`src/rtl/fsbm_search_ctrl.sv`:
```
// rtl/fsbm_search_ctrl.sv - full-search candidate sequencer and minimum-SAD tracker
module fsbm_search_ctrl #(
  parameter int N_POS  = 8,
  parameter int PE_LAT = 1,
  parameter int CW     = 3
) (
  input  logic          clk,
  input  logic          reset,
  input  logic          start,
  input  logic          abort,
  input  logic          win_ready,
  output logic          cand_valid,
  output logic [CW-1:0] cand_x,
  output logic [CW-1:0] cand_y,
  output logic          pe_hold,
  input  logic [11:0]   sad_in,
  output logic          busy,
  output logic          done,
  output logic [CW-1:0] best_x,
  output logic [CW-1:0] best_y,
  output logic [11:0]   best_sad
);

  localparam int            LAST    = PE_LAT - 1;
  localparam logic [CW-1:0] POS_MAX = CW'(N_POS - 1);

  typedef enum logic [1:0] {S_IDLE, S_ISSUE, S_DRAIN, S_DONE} state_t;

  state_t        state_q, state_d;
  logic [CW-1:0] x_q, x_d, y_q, y_d;
  logic [11:0]   min_q, min_d;
  logic [CW-1:0] min_x_q, min_x_d, min_y_q, min_y_d;
  logic [CW-1:0] best_x_q, best_x_d, best_y_q, best_y_d;
  logic [11:0]   best_sad_q, best_sad_d;
  logic          done_q, done_d, busy_q, busy_d, pe_hold_q, pe_hold_d;
  logic          tv_q [PE_LAT];
  logic          tv_d [PE_LAT];
  logic [CW-1:0] tx_q [PE_LAT];
  logic [CW-1:0] tx_d [PE_LAT];
  logic [CW-1:0] ty_q [PE_LAT];
  logic [CW-1:0] ty_d [PE_LAT];
  logic          drain_clear;

  // A candidate goes out whenever we are walking the window and the buffer can serve it
  assign cand_valid = (state_q == S_ISSUE) && win_ready;
  assign cand_x     = x_q;
  assign cand_y     = y_q;
  assign pe_hold    = pe_hold_q;
  assign busy       = busy_q;
  assign done       = done_q;
  assign best_x     = best_x_q;
  assign best_y     = best_y_q;
  assign best_sad   = best_sad_q;

  // Next-state: raster walk, tag shift, strict-less-than minimum tracking, abort override
  always_comb begin
    state_d    = state_q;
    x_d        = x_q;
    y_d        = y_q;
    min_d      = min_q;
    min_x_d    = min_x_q;
    min_y_d    = min_y_q;
    best_x_d   = best_x_q;
    best_y_d   = best_y_q;
    best_sad_d = best_sad_q;

    tv_d[0] = cand_valid;
    tx_d[0] = x_q;
    ty_d[0] = y_q;
    for (int i = 1; i < PE_LAT; i++) begin
      tv_d[i] = tv_q[i-1];
      tx_d[i] = tx_q[i-1];
      ty_d[i] = ty_q[i-1];
    end

    // The last stage leaves this cycle, so only earlier stages can keep DRAIN waiting
    drain_clear = 1'b1;
    for (int i = 0; i < PE_LAT - 1; i++) begin
      if (tv_q[i]) drain_clear = 1'b0;
    end

    // Strict compare keeps the earliest candidate on ties
    if (tv_q[LAST] && (sad_in < min_q)) begin
      min_d   = sad_in;
      min_x_d = tx_q[LAST];
      min_y_d = ty_q[LAST];
    end

    case (state_q)
      S_IDLE: begin
        if (start) begin
          state_d = S_ISSUE;
          x_d     = '0;
          y_d     = '0;
          min_d   = 12'hFFF;
        end
      end
      S_ISSUE: begin
        if (cand_valid) begin
          if (x_q == POS_MAX) begin
            x_d = '0;
            if (y_q == POS_MAX) state_d = S_DRAIN;
            else                y_d     = y_q + CW'(1);
          end else begin
            x_d = x_q + CW'(1);
          end
        end
      end
      S_DRAIN: begin
        // Load results from the post-compare values so the final SAD is included
        if (drain_clear) begin
          state_d    = S_DONE;
          best_x_d   = min_x_d;
          best_y_d   = min_y_d;
          best_sad_d = min_d;
        end
      end
      S_DONE:  state_d = S_IDLE;
      default: state_d = S_IDLE;
    endcase

    if (abort) begin
      state_d    = S_IDLE;
      best_x_d   = best_x_q;
      best_y_d   = best_y_q;
      best_sad_d = best_sad_q;
      for (int i = 0; i < PE_LAT; i++) tv_d[i] = 1'b0;
    end

    done_d    = (state_d == S_DONE);
    busy_d    = (state_d == S_ISSUE) || (state_d == S_DRAIN);
    pe_hold_d = !busy_d;
  end

  // State, tag pipeline and registered outputs
  always_ff @(posedge clk or posedge reset) begin
    if (reset) begin
      state_q    <= S_IDLE;
      x_q        <= '0;
      y_q        <= '0;
      min_q      <= 12'hFFF;
      min_x_q    <= '0;
      min_y_q    <= '0;
      best_x_q   <= '0;
      best_y_q   <= '0;
      best_sad_q <= '0;
      done_q     <= 1'b0;
      busy_q     <= 1'b0;
      pe_hold_q  <= 1'b1;
      for (int i = 0; i < PE_LAT; i++) begin
        tv_q[i] <= 1'b0;
        tx_q[i] <= '0;
        ty_q[i] <= '0;
      end
    end else begin
      state_q    <= state_d;
      x_q        <= x_d;
      y_q        <= y_d;
      min_q      <= min_d;
      min_x_q    <= min_x_d;
      min_y_q    <= min_y_d;
      best_x_q   <= best_x_d;
      best_y_q   <= best_y_d;
      best_sad_q <= best_sad_d;
      done_q     <= done_d;
      busy_q     <= busy_d;
      pe_hold_q  <= pe_hold_d;
      for (int i = 0; i < PE_LAT; i++) begin
        tv_q[i] <= tv_d[i];
        tx_q[i] <= tx_d[i];
        ty_q[i] <= ty_d[i];
      end
    end
  end

endmodule

```
`config.mk`:
```
export PLATFORM = sky130hd
export DESIGN_NAME = fsbm_search_ctrl
export DESIGN_NICKNAME = d
export VERILOG_FILES = /design/src/rtl/fsbm_search_ctrl.sv
export SDC_FILE = /design/constraint.sdc
export NUM_CORES = 1
export LEC_CHECK = 0
export BUFFER_PORTS_ARGS = -buffer_cell sky130_fd_sc_hd__buf_2
export CAP_MARGIN = 20
export CORE_UTILIZATION = 60
export DETAILED_ROUTE_END_ITERATION = 16
export PLACE_DENSITY = 0.84
export REMOVE_ABC_BUFFERS = 1
export SETUP_SLACK_MARGIN = 0.5
export SYNTH_ARGS = -nofsm -noshare
export SYNTH_HDL_FRONTEND = slang
export SYNTH_SLANG_ARGS = --single-unit
```
`constraint.sdc`:
```
create_clock -name clk -period 5.6 [get_ports clk]
set_clock_uncertainty 0.1 [all_clocks]
set_input_delay 1.12 -clock clk [delete_from_list [all_inputs] [get_ports clk]]
set_output_delay 1.12 -clock clk [all_outputs]
set_load 0.005 [all_outputs]
```
==> flow_summary.json <==
{
  "status": "finished, final reports clean",
  "routed-via-count": 2047,
  "die_h_um": 68.6,
  "row_count": 23,
  "fin_ws_ps": 2390,
  "criticalPathCategory": "in -> reg",
  "yosys_most_used_dff": "dfrtp_1",
  "post_cts.repair.setup_buffers": 0,
  "grt_usage_pct": 26.4,
  "final_area_um2": 2960,
  "setup_tns_ps": 0,
  "grt_pass1_vias": 2068,
  "grt_overflow": 0,
  "insertedDiodeCount": 0,
  "antenna_found_initial": 0,
  "critPathArrivalTime_ps": 3350,
  "drt-initial-drc-count": 106,
  "ys_seq_elements": 54,
  "core_um2": 4140,
  "htree_levels": 2,
  "hpwlAfterDp_um": 3560,
  "syn2layout_area_growth_pct": 10.9,
  "clk_latency_ps": 310,
  "first_pass_iters": 4,
  "drv_cap": 0,
  "die_w_um": 68.6,
  "start_kind": "input pin",
  "root_buffer": "clkbuf_8",
  "ios": 45,
  "yosysSeqAreaShare_pct": 51.3,
  "syn_area_per_cell_um2": 9.98,
  "total_power_uw": 805,
  "ctsHoldBuffers": 0,
  "required_ps": 5740,
  "via_per_inst": 5.75,
  "cts_sinks": 54,
  "ant_nets": 0,
  "ys_types": 36,
  "dieArea_um2": 4710,
  "slew_headroom_pct": 27.5,
  "setup_viol": 0,
  "layout_min_cycle_time_ps": 3210,
  "clk_pin_slew_ps": 90,
  "cts_buffer_depth": 2,
  "cts-resized-gates": 0,
  "cts_buffers": 5,
  "drv_slew": 0,
  "mostFrequentLayoutCells": "44 x buf_2, 41 x dfrtp_1, 30 x a31oi_1",
  "tightest_slew_ps": 1090,
  "drc_errors": 0,
  "grt_pass1_wl_um": 8910,
  "start_util_pct": 64.3,
  "place_congestion": 0.797,
  "peakVddDrop_uv": 187,
  "nets": 338,
  "min_path_type": "reg -> reg",
  "mappedNetlistArea_um2": 2660,
  "routedWlPerCell_um": 15.5,
  "dpl-instance-area_um2": 2860,
  "drive_above_1_share_pct": 27.1,
  "portBuffers": 44,
  "powerDensity_nw_per_um2": 272,
  "worst-path-max-fanout": 30,
  "finalHoldViolations": 0,
  "ys_warn_count": 0,
  "post-place-ws_ps": 2090,
  "postSynthCellCount": 267,
  "final_common_cell": "buf_2",
  "grt_start_max_net_pins": 55,
  "async_flop_share_pct": 100,
  "rsz0062_at_grt": "false",
  "end_kind": "register",
  "period_share_pct": 57.4,
  "synth-edff-count": 0,
  "timing.fmax_mhz": 311,
  "drt_wl_total_um": 5520,
  "cts_tree": "done",
  "p_leak_nw": 1.48
}
[cell usage after synthesis, types with 2 or more instances]
library cell	number	share of area, %
and2_1	2	0.47
buf_2	7	1.3
a22o_1	2	0.66
nor3b_1	2	0.56
clkbuf_1	3	0.42
o21ai_0	22	4.1
a21oi_1	22	4.1
nor2b_1	4	0.94
dfstp_2	13	13
o21ai_2	10	3.3
nand2_1	24	3.4
nor2_1	24	3.4
ha_1	16	7.5
inv_1	19	2.7
clkbuf_2	2	0.38
dfrtp_1	41	39
buf_6	2	0.85
nand2b_1	2	0.47
nand3_1	4	0.75
a31oi_1	30	7.0
[state kept, by name, indices dropped and copies added, names as in the netlist, 2 cells and up]
| register | flops |
|---|---|
| ty_q | 3 |
| cand_x | 3 |
| cand_y | 3 |
| best_x | 3 |
| min_x_q | 3 |
| state_q | 2 |
| best_sad | 12 |
| min_y_q | 3 |
| min_q | 12 |
| best_y | 3 |
| tx_q | 3 |
[routing by layer]
metal	share of wire, %	routed length [um]	vias up	global-route usage (%)
met4	1.3	70	0	12.5
met1	45	2470	975	30.9
li1	-	-	1018	-
met5	0	0	-	0
met2	51	2790	49	45.5
met3	3.5	192	5	6.09
[where the power goes]
part | internal (mW) | switching, mW | leakage [nW]
clock network | 0.0892 | 0.120 | 0.0395
logic | 0.0583 | 0.0792 | 0.767
registers | 0.435 | 0.0233 | 0.670
total | 0.582 | 0.223 | 1.48
[worst max-delay path: stages]
cell      delay [ps]
buf_2            120
ha_1             350
and3_2           220
o21ai_1          190
o2111a_1         950
a31oi_1          190
a21oi_1          200
[cells by family (layout without fill, tap and decap cells)]
family	Yosys count	in the layout	synth area share, %
DFF	54	54	51.3
AOI/OAI and AO/OA	93	93	21.7
buffers and inverters	34	73	6.39
adders and majority gates	16	16	7.52
and+or+nand+nor	70	70	13.1
[final timing paths]
kind	endpoint	start	depth (start not counted)	slack, ps
worst max register to register	best_sad[0]	min_q[10]	7	2750
max in group asynchronous	min_q[9]	reset	3	4220
worst max-delay path	best_sad[0]	sad_in[10]	7	2390
worst min-delay path	ty_q[1]	cand_y[1]	0	350
min in group asynchronous	best_x[2]	reset	2	610
worst min register to register	ty_q[1]	cand_y[1]	0	350
[stage by stage]
step | hold slack [ps] | std cells | utilization, %
detailed placement | 324 | 347 | 68.9
global route | 362 | 356 | 71.3
floorplan | 318 | 252 | -
finish | 347 | 356 | 71.3
global placement | 313 | 347 | 68.9
CTS | 345 | 355 | 70.8
[layout make-up]
class	instances	area, um^2
Fill cell	327	1190
Clock buffer	8	80.1
Sequential cell	54	1370
Timing Repair Buffer	46	248
Tap cell	50	62.6
Inverter	19	71.3
Multi-Input combinational cell	179	1130
Power figures use the tool's default switching activity.
